===== src/rtl/writeback_stage_pkg.sv =====
// rtl/writeback_stage_pkg.sv - shared constants for the write-back stage
package writeback_stage_pkg;

  localparam int DATA_WIDTH_DEFAULT     = 32;
  localparam int REG_ADDR_WIDTH_DEFAULT = 5;

  localparam logic [1:0] LS_WORD = 2'b00;
  localparam logic [1:0] LS_HALF = 2'b01;
  localparam logic [1:0] LS_BYTE = 2'b10;

endpackage


===== src/rtl/writeback_stage_load_formatter.sv =====
// rtl/writeback_stage_load_formatter.sv - big-endian byte/halfword extract and extend
module load_formatter
  import writeback_stage_pkg::*;
(
  input  logic [1:0]  size,
  input  logic        load_unsigned,
  input  logic [1:0]  offset,
  input  logic [31:0] word,
  output logic [31:0] data,
  output logic        misaligned
);

  logic [7:0]  byte_sel;
  logic [15:0] half_sel;

  always_comb begin
    // offset 0 addresses the most significant byte
    case (offset)
      2'd0:    byte_sel = word[31:24];
      2'd1:    byte_sel = word[23:16];
      2'd2:    byte_sel = word[15:8];
      default: byte_sel = word[7:0];
    endcase
    half_sel = offset[1] ? word[15:0] : word[31:16];
  end

  always_comb begin
    data       = word;
    misaligned = 1'b0;
    case (size)
      LS_WORD: misaligned = (offset != 2'd0);
      LS_HALF: begin
        data       = load_unsigned ? {16'h0000, half_sel}
                                   : {{16{half_sel[15]}}, half_sel};
        misaligned = offset[0];
      end
      LS_BYTE: begin
        data = load_unsigned ? {24'h000000, byte_sel}
                             : {{24{byte_sel[7]}}, byte_sel};
      end
      default: misaligned = 1'b1;
    endcase
  end

endmodule


===== src/rtl/writeback_stage.sv =====
// rtl/writeback_stage.sv - MEM/WB register, write-back select, write-once and forward register
module writeback_stage
  import writeback_stage_pkg::*;
#(
  parameter int DATA_WIDTH     = DATA_WIDTH_DEFAULT,
  parameter int REG_ADDR_WIDTH = REG_ADDR_WIDTH_DEFAULT
) (
  input  logic                      clock,
  input  logic                      reset,
  input  logic                      stall,
  input  logic                      valid_in,
  input  logic                      reg_write_in,
  input  logic                      mem_to_reg_in,
  input  logic [1:0]                load_size_in,
  input  logic                      load_unsigned_in,
  input  logic [1:0]                byte_offset_in,
  input  logic [REG_ADDR_WIDTH-1:0] rd_in,
  input  logic [DATA_WIDTH-1:0]     alu_result_in,
  input  logic [DATA_WIDTH-1:0]     mem_data_in,
  output logic                      reg_write_enable,
  output logic [REG_ADDR_WIDTH-1:0] rd_out,
  output logic [DATA_WIDTH-1:0]     write_back_data,
  output logic                      misaligned,
  output logic                      fwd_valid,
  output logic [REG_ADDR_WIDTH-1:0] fwd_rd,
  output logic [DATA_WIDTH-1:0]     fwd_data
);

  logic                      valid_q;
  logic                      reg_write_q;
  logic                      mem_to_reg_q;
  logic [1:0]                load_size_q;
  logic                      load_unsigned_q;
  logic [1:0]                byte_offset_q;
  logic [REG_ADDR_WIDTH-1:0] rd_q;
  logic [DATA_WIDTH-1:0]     alu_q;
  logic [DATA_WIDTH-1:0]     mem_q;
  logic                      written_q;

  logic [DATA_WIDTH-1:0]     load_data;
  logic                      load_misaligned;

  load_formatter u_load_formatter (
    .size          (load_size_q),
    .load_unsigned (load_unsigned_q),
    .offset        (byte_offset_q),
    .word          (mem_q),
    .data          (load_data),
    .misaligned    (load_misaligned)
  );

  assign misaligned       = valid_q & mem_to_reg_q & load_misaligned;
  assign rd_out           = rd_q;
  assign write_back_data  = mem_to_reg_q ? load_data : alu_q;
  assign reg_write_enable = valid_q & reg_write_q & (rd_q != '0) & ~misaligned & ~written_q;

  always_ff @(posedge clock) begin
    if (reset) begin
      valid_q         <= 1'b0;
      reg_write_q     <= 1'b0;
      mem_to_reg_q    <= 1'b0;
      load_size_q     <= 2'b00;
      load_unsigned_q <= 1'b0;
      byte_offset_q   <= 2'b00;
      rd_q            <= '0;
      alu_q           <= '0;
      mem_q           <= '0;
      written_q       <= 1'b0;
    end else if (!stall) begin
      valid_q         <= valid_in;
      reg_write_q     <= reg_write_in;
      mem_to_reg_q    <= mem_to_reg_in;
      load_size_q     <= load_size_in;
      load_unsigned_q <= load_unsigned_in;
      byte_offset_q   <= byte_offset_in;
      rd_q            <= rd_in;
      alu_q           <= alu_result_in;
      mem_q           <= mem_data_in;
      written_q       <= 1'b0;
    end else if (reg_write_enable) begin
      // a held slot commits once; later stall cycles must not rewrite
      written_q <= 1'b1;
    end
  end

  always_ff @(posedge clock) begin
    if (reset) begin
      fwd_valid <= 1'b0;
      fwd_rd    <= '0;
      fwd_data  <= '0;
    end else begin
      fwd_valid <= reg_write_enable;
      if (reg_write_enable) begin
        fwd_rd   <= rd_q;
        fwd_data <= write_back_data;
      end
    end
  end

endmodule


===== config.mk =====
export PLATFORM = sky130hd
export DESIGN_NAME = writeback_stage
export DESIGN_NICKNAME = d
export VERILOG_FILES = /design/src/rtl/writeback_stage_pkg.sv /design/src/rtl/writeback_stage_load_formatter.sv /design/src/rtl/writeback_stage.sv
export SDC_FILE = /design/constraint.sdc
export NUM_CORES = 1
export LEC_CHECK = 0
export BUFFER_PORTS_ARGS = -buffer_cell sky130_fd_sc_hd__buf_4
export CORE_MARGIN = 8
export CORE_UTILIZATION = 52
export DETAILED_ROUTE_END_ITERATION = 12
export GPL_TIMING_DRIVEN = 0
export PLACE_DENSITY = 0.8
export SETUP_SLACK_MARGIN = 0.15
export SLEW_MARGIN = 20
export SYNTH_ARGS = -nofsm -noshare
export SYNTH_HDL_FRONTEND = slang
export SYNTH_SLANG_ARGS = --single-unit

===== constraint.sdc =====
create_clock -name clock -period 2.99 [get_ports clock]
set_clock_uncertainty 0.2 [all_clocks]
set_input_delay 0.4485 -clock clock [delete_from_list [all_inputs] [get_ports clock]]
set_output_delay 0.4485 -clock clock [all_outputs]
set_load 0.03 [all_outputs]

### After elaboration in Yosys (flattened, before gate mapping)

Index checks and enable logic that the tools add are counted.

* equality and inequality tests: 4
* reduce and logical (&&, ||, !) cells: 5
* bitwise operators: 9
* mux-type cells: 7

Operators by type and width (number)
* 32-bit 2-to-1 mux: 3
* 32-bit case mux with 2 select lines: 1
* 8-bit case mux with 3 select lines: 1
* 16-bit 2-to-1 mux: 1
* 1-bit bitwise AND: 6
* 5-bit nonzero test: 1
* 2-bit by 1-bit == test with 1-bit output (second input constant): 2
* 2-bit == test (second input constant): 2
* 2-bit logical NOT: 2
* 1-bit inverter: 3
* 1-bit case mux with 3 select lines: 1
* 2-bit nonzero test: 1
* 2-bit OR reduction: 1

* input bits: 80
* bits in registers: 116
* word-level logic and storage cells: 38
* output and inout bits: 77

### Longest topological paths before layout

* word-level depth: 6
* gate-level depth with buffers: 10
* gate-level depth less buffers: 8

### Cells and area by module

A second synthesis with hierarchy kept.

* cell total of the unflattened synthesis: 578
* area, all modules: 5546.6 sq um

By module, submodules not included
* writeback_stage: seq. area each 2322.2 sq um, instances 1, area each 4616.9 sq um, cells an instance 456
* load_formatter: seq. area each 0.0 sq um, instances 1, area each 929.6 sq um, cells an instance 122

### Worst setup path before layout

Ideal clock, no wire load.

* kind: register to output
* start point: reg load_size_q[1]
* end point: out write_back_data[16]
* path buffers: 3
* data arrival time: 1.968 ns
* setup slack: 0.374 ns
* data required time: 2.342 ns
* stages on the path, launching flop included: 9
* path through: dfxtp_1 -> inv_1 -> ha_1 -> clkbuf_1 -> nand2_1 -> a31o_4 -> buf_6 -> buf_2 -> a21oi_1

* cells in the longest elaborated chain, start to end: 3
* elaborated cells between the ends (all ways): 4
* those cells by class: 2 x eq/ne; 2 x mux

Ends and longest elaborated chain
* start: declaration: line writeback_stage.sv:32 `logic [1:0] load_size_q;`
* start signal: assignment: line writeback_stage.sv:73 `load_size_q <= load_size_in;`
* 2-bit == test / 2-bit by 1-bit == test with 1-bit output (equally long branches): line writeback_stage_load_formatter.sv:30 `case (size)`
* 32-bit case mux with 2 select lines *: line writeback_stage_load_formatter.sv:30
* 32-bit 2-to-1 mux *: line writeback_stage.sv:54 `assign write_back_data = mem_to_reg_q ? load_data : alu_q;`
* end: declaration: line writeback_stage.sv:22 `output logic [DATA_WIDTH-1:0] write_back_data,`

Mark *: on every way between the ends. The rest lies on a longest branch, timed or not.

### Final worst setup path

* start point: reg load_size_q[1]
* end point: out write_back_data[4]

The elaborated chain is that of the path after synthesis.

==> impl_metrics.py <==
metrics = {
    "synth": {
        "synth_ff_type": "dfxtp_1",
        "ys_seq_area_frac": 0.436,
        "synth_edf_count": 0,
        "netlist_instances": 605,
        "yosysUniqueCellTypes": 39,
        "synth-seq-cells": 116,
        "syn-cell-area_mm2": 0.00533,
        "yosysWarnings": 0,
        "ys_async_sr_fraction": 0,
        "syn_area_per_cell_um2": 8.81,
        "postSynthNetCount": 689,
    },
    "global_route": {
        "grt_usage": 0.287,
        "grtUsageMet1": 0.322,
        "grt_pass1_vias": 5773,
        "grt_overflow": 0,
        "antenna_found_initial": 0,
        "grt_use_met2": 0.495,
        "grt_use_met3": 0.0713,
        "grt_busiest_layer": "met2",
        "grt_pass1_wl_mm": 29.8,
        "grt_max_degree": 17,
    },
    "run_status": {
        "status": "finished with violations",
        "violations": "hold timing",
    },
    "worst_setup_path": {
        "worstSetupEndpointType": "output pin",
        "worstSetupPathType": "reg2out",
        "cp_data_required_time_ns": 2.34,
        "crit_arrival_ns": 2.27,
        "cp-start-kind": "register",
        "cp_max_fo": 6,
    },
    "layout": {
        "instances_no_fill": 1013,
        "finish.instance_area_mm2": 0.00840,
        "drive_gt1_frac": 0.318,
        "mostFrequentLayoutCells": "buf_4, nor2_1, dfxtp_1",
        "mostFrequentLayoutCell": "buf_4",
        "fillers": 538,
        "antennaDiodeCount": 0,
        "final_nets": 949,
        "areaGrowthSynthToFinish_pct": 57.6,
    },
    "placed_design": {
        "port_buffers": 155,
        "placed_cell_area_mm2": 0.00666,
        "dp.cells": 896,
        "place.gp.congestion": 0.906,
        "dp_hpwl_mm": 13.3,
    },
    "routing": {
        "drc": 0,
        "drt_iter0_drc": 451,
        "drt-wirelength-per-cell_um": 20.2,
        "drt_first_pass_iters": 4,
        "vias": 5702,
        "wirelength_mm": 20.4,
        "routed_via_density": 5.63,
        "final_antenna_net_count": 0,
    },
    "timing": {
        "min_period_ns": 2.92,
        "setup_viol": 0,
        "whs_ns": -0.00327,
        "finalCritPeriodShare": 0.976,
        "hold_viol": 1,
        "maxSlewHeadroom": 0.355,
        "worstMarginPinSlew_ns": 0.967,
        "finalMaxSlewViolations": 0,
        "rsz0062_at_grt": "true",
        "fmax_ghz": 0.343,
    },
    "die": {
        "start_util": 0.526,
        "die_h_um": 117,
        "io-pin-count": 157,
        "design.die.area_mm2": 0.0137,
        "rows": 37,
        "fp.dieW_um": 117,
        "core_area_mm2": 0.0101,
    },
    "clock_network": {
        "clock_sinks": 116,
        "clk_pin_slew_ns": 0.06,
        "htreeDepth": 4,
        "clockBufferDepth": 2,
        "cts_tree": "yes",
        "clockRootBuffer": "clkbuf_8",
        "cts_inserted_buffers": 17,
        "worstSkewPairLatency_ns": 0.51,
    },
    "job": {
        "drv_cap": 0,
    },
    "power": {
        "powerDensity_mw_per_mm2": 523,
        "p_leak_nw": 3.68,
        "vdd_drop_max_v": 0.000468,
    },
    "hold_path": {
        "hold_path.class": "in2reg",
    },
}
## worst paths after layout
| kind | startpoint | to | slack, ns | cells past startpoint |
|---|---|---|---|---|
| max | load_size_q[1] | write_back_data[4] | 0.07 | 9 |
| min | reg_write_in | reg_write_q | -0.003 | 3 |
| max reg2reg | load_size_q[1] | fwd_data[25] | 0.65 | 9 |
| min reg2reg | fwd_data[7] | fwd_data[7] | 0.27 | 2 |
## final cells by class
class / count / area, µm² / area share
multi-input combinational: 438 / 2980 / 0.354
sequential: 116 / 2340 / 0.278
clock inverter: 11 / 87.6 / 0.0104
clock buffer: 20 / 435 / 0.0518
timing repair buffer: 241 / 2070 / 0.247
inverter: 5 / 26.3 / 0.00313
tap: 136 / 170 / 0.0203
buffer: 46 / 295 / 0.0352
## registers in the layout, indices dropped and copies added, names as in the netlist
name / count
alu_q: 32
fwd_data: 32
valid_q: 1
mem_q: 32
fwd_rd: 5
written_q: 1
rd_out: 5
byte_offset_q: 2
load_size_q: 2
reg_write_q: 1
load_unsigned_q: 1
fwd_valid: 1
mem_to_reg_q: 1
## metal layers
| metal | vias up | share of wire |
|---|---|---|
| li1 | 2603 | - |
| met2 | 328 | 0.50 |
| met5 | - | 0 |
| met1 | 2705 | 0.37 |
| met3 | 66 | 0.085 |
| met4 | 0 | 0.039 |
## through the flow
stage,total power [W],setup slack [ns],hold slack (ns),setup TNS (ns),utilization
2_1_floorplan,0.00212,0.374,0.263,0,-
3_3_place_gp,0.00239,0.105,0.245,0,0.657
3_5_place_dp,0.00240,0.115,0.252,0,0.657
4_1_cts,0.00430,0.0839,0.000135,0,0.806
5_1_grt,0.00452,-0.00923,0.00689,-0.00923,0.829
6_report,0.00440,0.0722,-0.00327,0,0.829
## where the power goes
group	internal (W)	leakage, nW	switching, W
Combinational	0.000431	2.47	0.000484
Clock	0.00110	0.256	0.000701
Sequential	0.00161	0.953	0.0000624
## cells in the mapped netlist (3+ instances only)
cell type / n / area [µm²]
a21oi_1: 53 / 265
nand2_1: 38 / 143
ha_1: 4 / 50.1
a2bb2oi_1: 6 / 52.6
mux2i_1: 93 / 931
buf_6: 3 / 33.8
buf_1: 6 / 22.5
mux2_2: 10 / 113
dfxtp_1: 116 / 2320
nor2b_1: 3 / 18.8
o211ai_1: 6 / 45.0
nand2b_1: 31 / 194
buf_2: 11 / 55.1
o22ai_1: 8 / 50.1
nor3b_1: 4 / 30.0
or3_1: 17 / 106
a22oi_1: 3 / 22.5
clkbuf_1: 24 / 90.1
inv_1: 4 / 15.0
nor2_1: 131 / 492
a22o_1: 6 / 52.6
a311oi_1: 6 / 52.6
## what timing repair did
item | in CTS | in global routing
gates cloned | 1 | 2
pin swaps | 8 | 13
setup endpoints to repair | 33 | 30
hold buffers | 64 | 0
hold endpoints to repair | 64 | 0
setup buffers | 15 | 4
gates resized for setup | 61 | 41
## worst max-delay path, cell delays in order (launching register included)
cell and delay [ns]:
dfxtp_4 0.39, inv_4 0.06, ha_4 0.16, clkbuf_8 0.15, a21oi_4 0.15, nand2_4 0.10
a22o_1 0.24, o211ai_1 0.19, nand2_1 0.14, buf_6 0.17
## cell families (layout without fill, tap and decap cells)
kind of cell             after synthesis  in the layout  synth area share
AO/OA/AOI/OAI                         98             98             0.119
adder cells (fa/ha/maj)                4              4           0.00939
buffers and inverters                 51            323            0.0441
flip-flops                           116            116             0.436
multiplexers                         103            103             0.196
AND/OR/NAND/NOR                      233            233             0.196
(Power assumes the default switching activity.)
